**config.mk**
```make
export PLATFORM = sky130hd
export DESIGN_NAME = exmem_stage_flat
export DESIGN_NICKNAME = d
export VERILOG_FILES = /design/src/rtl/cpu_pkg.sv /design/src/rtl/exmem_stage_if.sv /design/src/rtl/mem_handshake_fsm.sv /design/src/rtl/exmem_stage.sv /design/src/flat_wrapper.sv
export SDC_FILE = /design/constraint.sdc
export NUM_CORES = 1
export LEC_CHECK = 0
export BUFFER_PORTS_ARGS = -buffer_cell sky130_fd_sc_hd__buf_2
export CORE_ASPECT_RATIO = 1.1
export CORE_MARGIN = 1.5
export CORE_UTILIZATION = 30
export CTS_BUF_LIST = sky130_fd_sc_hd__clkbuf_4 sky130_fd_sc_hd__clkbuf_8 sky130_fd_sc_hd__clkbuf_16
export CTS_CLUSTER_DIAMETER = 40
export DETAILED_ROUTE_END_ITERATION = 6
export GPL_TIMING_DRIVEN = 1
export PLACE_DENSITY = 0.66
export SYNTH_ARGS = -nofsm -noshare
export SYNTH_HDL_FRONTEND = slang
export SYNTH_HIERARCHICAL = 1
export SYNTH_SLANG_ARGS = --single-unit
```
**constraint.sdc**
```tcl
create_clock -name clk -period 1.65 [get_ports clk]
set_clock_uncertainty 0.2 [all_clocks]
set_input_delay 0.33 -clock clk [delete_from_list [all_inputs] [get_ports clk]]
set_output_delay 0.33 -clock clk [all_outputs]
set_load 0.05 [all_outputs]
```
**src/rtl/cpu_pkg.sv**
```systemverilog
// Shared CPU definitions: datapath widths, EX/MEM handshake states and the
// read-data substitute used when a memory access is abandoned.
package cpu_pkg;

    localparam int WB_W       = 23;
    localparam int WORD_W     = 16;
    localparam int REG_ADDR_W = 4;

    localparam logic [WORD_W-1:0] MEM_ERR_DATA = 16'hFFFF;

    typedef enum logic [1:0] {
        IDLE   = 2'd0,
        ACCESS = 2'd1,
        DONE   = 2'd2
    } exmem_state_t;

    // A read+write combination is illegal and resolved as a read elsewhere,
    // but it is still a memory op.
    function automatic logic is_mem_op(input logic rd, input logic wr);
        return rd | wr;
    endfunction

endpackage

```
**src/rtl/exmem_stage_if.sv**
```systemverilog
// Shared-memory request/acknowledge bus between the EX/MEM register (master)
// and the memory arbiter (slave).
interface exmem_stage_if;

    logic                       mem_req;
    logic                       mem_we;
    logic [cpu_pkg::WORD_W-1:0] mem_addr;
    logic [cpu_pkg::WORD_W-1:0] mem_wdata;
    logic [cpu_pkg::WORD_W-1:0] mem_rdata;
    logic                       mem_ack;

    modport master (
        output mem_req, mem_we, mem_addr, mem_wdata,
        input  mem_rdata, mem_ack
    );

    modport slave (
        input  mem_req, mem_we, mem_addr, mem_wdata,
        output mem_rdata, mem_ack
    );

endinterface

```
**src/rtl/mem_handshake_fsm.sv**
```systemverilog
// Handshake controller for the EX/MEM register: tracks the outstanding access,
// counts unacknowledged cycles and tells the register file when to load.
module mem_handshake_fsm
    import cpu_pkg::*;
#(
    parameter int TIMEOUT = 16
) (
    input  logic         clk,
    input  logic         rst,
    input  logic         i_stall_in,
    input  logic         i_clear,
    input  logic         i_memop,
    input  logic         i_mem_ack,
    output exmem_state_t o_state,
    output logic         o_capture_en,
    output logic         o_ack_latch,
    output logic         o_timeout_latch,
    output logic         o_mem_timeout
);

    localparam int                CNT_W    = (TIMEOUT > 1) ? $clog2(TIMEOUT) : 1;
    localparam logic [CNT_W-1:0]  CNT_LAST = CNT_W'(TIMEOUT - 1);

    exmem_state_t     r_state;
    exmem_state_t     w_state_next;
    logic [CNT_W-1:0] r_wait_cnt;
    logic [CNT_W-1:0] w_wait_cnt_next;
    logic             r_timeout;
    logic             w_expire;

    always_ff @(posedge clk or negedge rst) begin
        if (!rst) begin
            r_state    <= IDLE;
            r_wait_cnt <= '0;
            r_timeout  <= 1'b0;
        end else begin
            r_state    <= w_state_next;
            r_wait_cnt <= w_wait_cnt_next;
            r_timeout  <= w_expire;
        end
    end

    // Ack wins over expiry when both land in the last allowed cycle.
    always_comb begin
        w_state_next    = r_state;
        w_wait_cnt_next = r_wait_cnt;
        w_expire        = 1'b0;
        case (r_state)
            ACCESS: begin
                if (i_mem_ack) begin
                    w_state_next    = DONE;
                    w_wait_cnt_next = '0;
                end else if (r_wait_cnt == CNT_LAST) begin
                    w_state_next    = DONE;
                    w_wait_cnt_next = '0;
                    w_expire        = 1'b1;
                end else begin
                    w_wait_cnt_next = r_wait_cnt + 1'b1;
                end
            end
            default: begin
                if (!i_stall_in)
                    w_state_next = (!i_clear && i_memop) ? ACCESS : IDLE;
            end
        endcase
    end

    always_comb begin
        o_state         = r_state;
        o_capture_en    = (r_state != ACCESS) && !i_stall_in;
        o_ack_latch     = (r_state == ACCESS) && i_mem_ack;
        o_timeout_latch = w_expire;
        o_mem_timeout   = r_timeout;
    end

endmodule

```
**src/rtl/exmem_stage.sv**
```systemverilog
// EX/MEM pipeline register: captures the EX results, runs the shared-memory
// handshake for loads/stores and stalls upstream while an access is open.
module exmem_stage
    import cpu_pkg::*;
#(
    parameter int TIMEOUT = 16
) (
    input  logic                  clk,
    input  logic                  rst,
    input  logic [WB_W-1:0]       wb,
    input  logic [WORD_W-1:0]     alu_result,
    input  logic [WORD_W-1:0]     store_data,
    input  logic [REG_ADDR_W-1:0] dest_addr,
    input  logic                  hazard_ar,
    input  logic                  hazard_mem,
    input  logic                  memread,
    input  logic                  memwrite,
    input  logic                  clear,
    input  logic                  stall_in,
    exmem_stage_if.master         mem,
    output logic                  stall_out,
    output logic [WB_W-1:0]       wbreg,
    output logic [WORD_W-1:0]     resultreg,
    output logic [REG_ADDR_W-1:0] destreg,
    output logic                  hazard_arreg,
    output logic                  hazard_memreg,
    output logic                  mem_timeout
);

    exmem_state_t          w_state;
    logic                  w_capture_en;
    logic                  w_ack_latch;
    logic                  w_timeout_latch;
    logic                  w_access;

    logic [WB_W-1:0]       r_wb_reg;
    logic [WORD_W-1:0]     r_alu_reg;
    logic [WORD_W-1:0]     r_store_reg;
    logic [WORD_W-1:0]     r_rdata_reg;
    logic [REG_ADDR_W-1:0] r_dest_reg;
    logic                  r_hazard_ar_reg;
    logic                  r_hazard_mem_reg;
    logic                  r_memread_reg;
    logic                  r_memwrite_reg;

    mem_handshake_fsm #(
        .TIMEOUT(TIMEOUT)
    ) u_fsm (
        .clk            (clk),
        .rst            (rst),
        .i_stall_in     (stall_in),
        .i_clear        (clear),
        .i_memop        (is_mem_op(memread, memwrite)),
        .i_mem_ack      (mem.mem_ack),
        .o_state        (w_state),
        .o_capture_en   (w_capture_en),
        .o_ack_latch    (w_ack_latch),
        .o_timeout_latch(w_timeout_latch),
        .o_mem_timeout  (mem_timeout)
    );

    always_ff @(posedge clk or negedge rst) begin
        if (!rst) begin
            r_wb_reg         <= '0;
            r_alu_reg        <= '0;
            r_store_reg      <= '0;
            r_rdata_reg      <= '0;
            r_dest_reg       <= '0;
            r_hazard_ar_reg  <= 1'b0;
            r_hazard_mem_reg <= 1'b0;
            r_memread_reg    <= 1'b0;
            r_memwrite_reg   <= 1'b0;
        end else if (w_capture_en) begin
            r_rdata_reg <= '0;
            if (clear) begin
                r_wb_reg         <= '0;
                r_alu_reg        <= '0;
                r_store_reg      <= '0;
                r_dest_reg       <= '0;
                r_hazard_ar_reg  <= 1'b0;
                r_hazard_mem_reg <= 1'b0;
                r_memread_reg    <= 1'b0;
                r_memwrite_reg   <= 1'b0;
            end else begin
                r_wb_reg         <= wb;
                r_alu_reg        <= alu_result;
                r_store_reg      <= store_data;
                r_dest_reg       <= dest_addr;
                r_hazard_ar_reg  <= hazard_ar;
                r_hazard_mem_reg <= hazard_mem;
                r_memread_reg    <= memread;
                // read+write is resolved as a plain read
                r_memwrite_reg   <= memwrite & ~memread;
            end
        end else begin
            if (w_ack_latch && r_memread_reg)
                r_rdata_reg <= mem.mem_rdata;
            // an abandoned access must not retire a write-back
            if (w_timeout_latch) begin
                r_rdata_reg <= MEM_ERR_DATA;
                r_wb_reg    <= '0;
            end
        end
    end

    assign w_access      = (w_state == ACCESS);
    assign stall_out     = w_access;
    assign mem.mem_req   = w_access;
    assign mem.mem_we    = w_access & r_memwrite_reg;
    assign mem.mem_addr  = w_access ? r_alu_reg   : '0;
    assign mem.mem_wdata = w_access ? r_store_reg : '0;

    assign wbreg         = r_wb_reg;
    assign resultreg     = r_memread_reg ? r_rdata_reg : r_alu_reg;
    assign destreg       = r_dest_reg;
    assign hazard_arreg  = r_hazard_ar_reg;
    assign hazard_memreg = r_hazard_mem_reg;

endmodule

```
**src/flat_wrapper.sv**
```systemverilog
// flat-port wrapper written by rule: the top's interface ports become plain ports
module exmem_stage_flat import cpu_pkg::*;
#(
    parameter int TIMEOUT = 16
)
  (clk, rst, wb, alu_result, store_data, dest_addr, hazard_ar, hazard_mem, memread, memwrite, clear, stall_in, stall_out, wbreg, resultreg, destreg, hazard_arreg, hazard_memreg, mem_timeout, mem_mem_req, mem_mem_we, mem_mem_addr, mem_mem_wdata, mem_mem_rdata, mem_mem_ack);
  exmem_stage_if mem_i ();
  input  logic clk;
  input  logic rst;
  input  logic [WB_W-1:0] wb;
  input  logic [WORD_W-1:0] alu_result;
  input  logic [WORD_W-1:0] store_data;
  input  logic [REG_ADDR_W-1:0] dest_addr;
  input  logic hazard_ar;
  input  logic hazard_mem;
  input  logic memread;
  input  logic memwrite;
  input  logic clear;
  input  logic stall_in;
  output logic stall_out;
  output logic [WB_W-1:0] wbreg;
  output logic [WORD_W-1:0] resultreg;
  output logic [REG_ADDR_W-1:0] destreg;
  output logic hazard_arreg;
  output logic hazard_memreg;
  output logic mem_timeout;
  output wire logic [$bits(mem_i.mem_req)-1:0] mem_mem_req;
  output wire logic [$bits(mem_i.mem_we)-1:0] mem_mem_we;
  output wire logic [$bits(mem_i.mem_addr)-1:0] mem_mem_addr;
  output wire logic [$bits(mem_i.mem_wdata)-1:0] mem_mem_wdata;
  input wire logic [$bits(mem_i.mem_rdata)-1:0] mem_mem_rdata;
  input wire logic [$bits(mem_i.mem_ack)-1:0] mem_mem_ack;
  assign mem_mem_req = mem_i.mem_req;
  assign mem_mem_we = mem_i.mem_we;
  assign mem_mem_addr = mem_i.mem_addr;
  assign mem_mem_wdata = mem_i.mem_wdata;
  assign mem_i.mem_rdata = mem_mem_rdata;
  assign mem_i.mem_ack = mem_mem_ack;
  exmem_stage #(.TIMEOUT(TIMEOUT)) u_core (.clk(clk), .rst(rst), .wb(wb), .alu_result(alu_result), .store_data(store_data), .dest_addr(dest_addr), .hazard_ar(hazard_ar), .hazard_mem(hazard_mem), .memread(memread), .memwrite(memwrite), .clear(clear), .stall_in(stall_in), .mem(mem_i), .stall_out(stall_out), .wbreg(wbreg), .resultreg(resultreg), .destreg(destreg), .hazard_arreg(hazard_arreg), .hazard_memreg(hazard_memreg), .mem_timeout(mem_timeout));
endmodule
```
* Word level (Yosys, flattened, before mapping)
Cells that the tools add are included.
** Cells by class
- Bitwise logic cells :: 4
- $add $sub $neg :: 1
- Shift-type cells :: 0
- $mul :: 0
- Magnitude comparators :: 0
- Reduce and logical (&&, ||, !) cells :: 9
- Divide/modulo/power cells :: 0
- Equality and inequality tests :: 5
- Mux-type cells :: 26
** Operators with widths (number)
- $mux W16 :: 8
- $mux W23 :: 3
- $mux W4 :: 3
- $mux W1 :: 8
- $mux W2 :: 4
- $add A4 B1 Y4 const B :: 1
- $eq A4 B4 Y1 const B :: 1
- $logic_and A1 B1 Y1 :: 4
- $ne A2 B1 Y1 const B :: 2
- $ne A3 B3 Y1 const B :: 1
- $reduce_bool A3 Y1 :: 1
- $and A1 B1 Y1 :: 2
- $eq A2 B1 Y1 const B :: 1
- $logic_not A1 Y1 :: 2
- $reduce_and A2 Y1 :: 1
- $reduce_bool A2 Y1 :: 1
- $not A1 Y1 :: 1
- $or A1 B1 Y1 :: 1
** Word-level totals
- RAM bits :: 0
- Memories kept :: 0
- Register bits :: 86
- Word-level logic and storage cells :: 57
- Latch bits :: 0
- Output and inout bits :: 81
- Bits of input ports :: 84
- Bits in read-only memories :: 0

* Longest topological paths before layout
- Word-level depth :: 6
- Mapped depth :: 8
- Depth with buffers taken out :: 5

* Hierarchy
Netlist, hierarchy kept.
** By module, submodules not included
- exmem_stage :: times used 1, sequential area each 1976.9 um^2, cells each 312, area an instance 3722.3 um^2
- mem_handshake_fsm :: times used 1, sequential area each 175.2 um^2, cells each 36, area an instance 360.3 um^2

* Worst setup path after synthesis
OpenSTA, ideal clock, no wires.
- Kind :: reg2out
- Start point :: register u_core.u_fsm.r_state[1], in the netlist u_core/u_fsm/o_state[1]
- End point :: output mem_mem_wdata[10]
- Slack :: -0.350 ns
- Arrival :: 1.470 ns
- Path buffers :: 1
- Stages on the path, launching flop included :: 4
- Data required time :: 1.120 ns
- Path through :: dfrtp_1 nor2b_1 buf_2 and2_1
** Between the ends
- Word-level cells in the longest chain between the ends :: 2
** Ends and longest elaborated chain
- start, declared :: RTL line mem_handshake_fsm.sv:24 : exmem_state_t r_state;
- start signal, assigned :: RTL line mem_handshake_fsm.sv:37 : r_state <= w_state_next;
- $eq A2 B1 Y1 :: RTL line exmem_stage.sv:106 : assign w_access = (w_state == ACCESS);
- net mem_mem_req :: RTL line flat_wrapper.sv:27 : output wire logic [$bits(mem_i.mem_req)-1:0] mem_mem_req;
- $mux W16 :: RTL line exmem_stage.sv:111 : assign mem.mem_wdata = w_access ? r_store_reg : '0;
- end, declared :: RTL line flat_wrapper.sv:30 : output wire logic [$bits(mem_i.mem_wdata)-1:0] mem_mem_wdata;
The timed path passes the listed nets, and every way through them passes these cells.

* Worst setup path in the final report
- Start point :: register u_core.u_fsm.r_state[1], in the netlist u_core/u_fsm/o_state[1]
- End point :: output mem_mem_addr[0]
** Between the ends
- Word-level cells in the longest chain between the ends :: 2
** Ends and longest elaborated chain
- $eq A2 B1 Y1 :: RTL line exmem_stage.sv:106
- $mux W16 :: RTL line exmem_stage.sv:110 : assign mem.mem_addr = w_access ? r_alu_reg : '0;
- end, declared :: RTL line flat_wrapper.sv:29 : output wire logic [$bits(mem_i.mem_addr)-1:0] mem_mem_addr;
No other way between the ends.

==> impl_metrics.yaml <==
final_layout:
  multiInputGateArea_sq_mm: 0.00194
  fillers: 1097
  largest_reg_flops: 23
  nets: 665
  regArea_sq_mm: 0.00215
  final_cells: 769
  n_antenna_cell: 0
  drive_gt1_share_pct: 63.1
  area_delta_synth_final_pct: 73.7
setup_path:
  criticalPathCategory: "flop to output port"
  endpoint_kind: "output port"
  critPathLaunchType: "flop"
  cp_max_fo: 12
  critPathCapture: "mem_mem_addr[0]"
  rrSetupSlack_ns: -0.25
  cp_common_cell: "buf_12"
  crit_start: "u_core/u_fsm/o_state[1]"
  r2r_start: "u_core/u_fsm/o_state[1]"
  slowest_delay_ns: 0.39
  rr_endpoint: "u_core/wbreg[19]"
  crit_chain: "buf_6 -> nor2b_4 -> buf_12 -> buf_12 -> and2_4 -> buf_8"
  r2r_cells: 8
  crit_required_ns: 1.12
  cp.arrival_ns: 1.59
  crit_slowest_cell: "dfrtp_1"
place:
  dp_cells: 692
  gp_congestion: 0.736
  io_buffers: 164
  dpl.hpwl_microns: 7320
clocking:
  htreeDepth: 3
  cts-root-buf: "clkbuf_16"
  cts_tree: "yes"
  clock-sinks: 86
  path_clk_slew_ns: 0.07
  cts_inserted_buffers: 9
  insertion_delay_ns: 0.34
  max-clock-path-buffers: 2
timing:
  rsz0062_at_grt: "true"
  final-max-slew-violation-count: 0
  period_share_pct: 128
  max_slew_margin_pct: 69.0
  fin_crit_ns: 2.12
  setup_violations: 133
  worst_slack_ns: -0.469
  timing.fmax_ghz: 0.472
  hold_viol_final: 0
  tightest_slew_ns: 0.465
detailed_routing:
  drt-total-wl_microns: 13800
  dr.pass1.iters: 4
  viasPerCell: 4.88
  drcViolationCount: 0
  vias: 3755
  drt_iter0_drc: 158
  ant_nets: 0
  wire_per_inst_microns: 17.9
die:
  die_width_microns: 114
  io_pins: 165
  start_util_pct: 30.8
  core_sq_mm: 0.0133
  row_count: 44
  die_area_sq_mm: 0.0143
  die_h_microns: 125
worst_hold_path:
  hold_path_class: "input port to flop"
synth:
  ys_seq_area_share_pct: 52.7
  syn_nets: 433
  synthesis.area_sq_mm: 0.00408
  synth_edf_count: 0
  yosysWarnings: 6
  synth_cells: 348
  synth_seq_cells: 86
  synth.distinct_cells: 38
  synth_flop_cell: "dfrtp_1"
  async_flop_share_pct: 100
  avgSynthCellArea_sq_um: 11.7
power_and_ir_drop:
  finalPower_mw: 14.3
  ir_drop_mv: 1.09
  pwr_density_cell_mw_per_mm2: 2010
  leakage_nw: 3.43
run_status:
  status: "finished with violations"
  violations: "negative setup slack"
flow_run:
  cap_violations: 0
global_route:
  grt_overflow: 0
  grt_pass1_vias: 4034
  grt_pass1_wl_microns: 21600
  antenna_found_initial: 0
  grt_max_degree: 87
  grt_use_total_pct: 19.5
==> layout make-up <==
| type | instances | share of cell area [%] |
|---|---|---|
| clock buffers | 9 | 3.18 |
| clock inverters | 7 | 0.794 |
| inverters | 5 | 0.265 |
| multi-input cells | 225 | 27.4 |
| flip-flops and latches | 86 | 30.4 |
| well taps | 184 | 3.25 |
| repair buffers | 253 | 34.7 |
==> cell families after synthesis <==
kind of cell,share of synthesized area (%)
simple gates,14.3
flops,52.7
compound gates,22.2
fa+ha+maj,0.306
buf+inv,5.85
mux,4.66
==> repair_timing <==
item	CTS	global route
buffers inserted	24	8
resized for setup	189	26
gates cloned	16	2
pin swaps	24	12
endpoints found under the hold margin	102	0
setup endpoints to repair	130	133
hold buffers	17	0
==> power breakdown <==
group | switching, mW | total (mW) | internal, mW | leakage (nW)
combinational | 4.88 | 8.87 | 3.99 | 2.17
clock | 0.909 | 1.94 | 1.03 | 0.125
sequential | 0.538 | 3.45 | 2.91 | 1.13
==> layout by cell type (no fill, tap or decap), types with 2 or more instances in the layout <==
cell	Yosys	routed
nor2b_1	34	32
inv_6	0	2
o21ai_1	0	2
a22o_1	29	29
buf_16	0	11
nor2_1	18	13
mux2_2	16	10
buf_12	1	13
a31o_2	28	28
buf_6	5	28
nand2_1	3	3
nor2_4	0	4
nand3_1	3	2
buf_4	4	33
nor2b_4	0	2
nor2_2	1	3
a211oi_1	22	14
buf_8	0	37
dfrtp_1	86	84
inv_2	2	2
a21oi_1	4	3
dfrtp_2	0	2
a32o_1	2	2
inv_1	3	3
mux2_4	0	6
clkbuf_16	0	11
clkinvlp_4	0	4
a31o_1	4	4
and2_4	1	34
dlygate4sd3_1	0	17
a211oi_2	10	18
buf_2	19	112
==> metrics by stage <==
step	util (%)	setup slack, ns	hold slack [ns]	setup TNS [ns]	area, sq um
CTS	52.8	-0.483	0.000514	-34.90	7000
detailed placement	40.3	-0.345	0.211	-18.60	5340
global route	53.5	-0.520	0.00281	-43.46	7090
finish	53.5	-0.469	0.0140	-36.30	7090
floorplan	-	-0.0253	-0.166	-0.744	4230
global placement	40.3	-0.247	0.199	-14.35	5340
==> how the worst min path moves through the flow <==
stage	start	endpoint	cells after the start
after floorplan	rst	u_core/destreg[0]	0
after global placement	rst	u_core/hazard_memreg	2
after detailed placement	rst	u_core/hazard_memreg	2
after CTS	wb[15]	u_core/wbreg[15]	2
after global routing	wb[15]	u_core/wbreg[15]	2
final	wb[15]	u_core/wbreg[15]	2
==> critical path: cells and delay by family, from the launching register on <==
family | cells | cell delay [ns]
buffers and inverters | 4 | 0.53
flip-flops | 1 | 0.39
AND/OR/NAND/NOR | 2 | 0.32
==> per-layer routing <==
metal / global-route usage [%] / vias up / part of all wire [%]
met5: 0 / - / 0
met4: 5.66 / 0 / 1.8
met3: 3.93 / 17 / 4.8
met2: 34.4 / 140 / 52
met1: 24.1 / 1874 / 41
li1: - / 1724 / -
==> cell usage after synthesis, types with 2 or more instances <==
master | count | share of area (%)
buf_1 | 2 | 0.18
a211oi_1 | 22 | 4.0
a211oi_2 | 10 | 3.1
o21ai_0 | 2 | 0.25
a31o_1 | 4 | 0.86
a21oi_1 | 4 | 0.49
buf_4 | 4 | 0.74
and2_1 | 33 | 5.1
inv_2 | 2 | 0.18
a32o_1 | 2 | 0.49
buf_2 | 19 | 2.3
nand3_1 | 3 | 0.37
a31o_2 | 28 | 6.0
dfrtp_1 | 86 | 53
nor2_1 | 18 | 1.7
nand2_1 | 3 | 0.28
mux2_2 | 16 | 4.4
a22o_1 | 29 | 6.2
nor2b_1 | 34 | 5.2
buf_6 | 5 | 1.4
inv_1 | 3 | 0.28
clkbuf_1 | 3 | 0.28
Power figures use the tool's default switching activity.
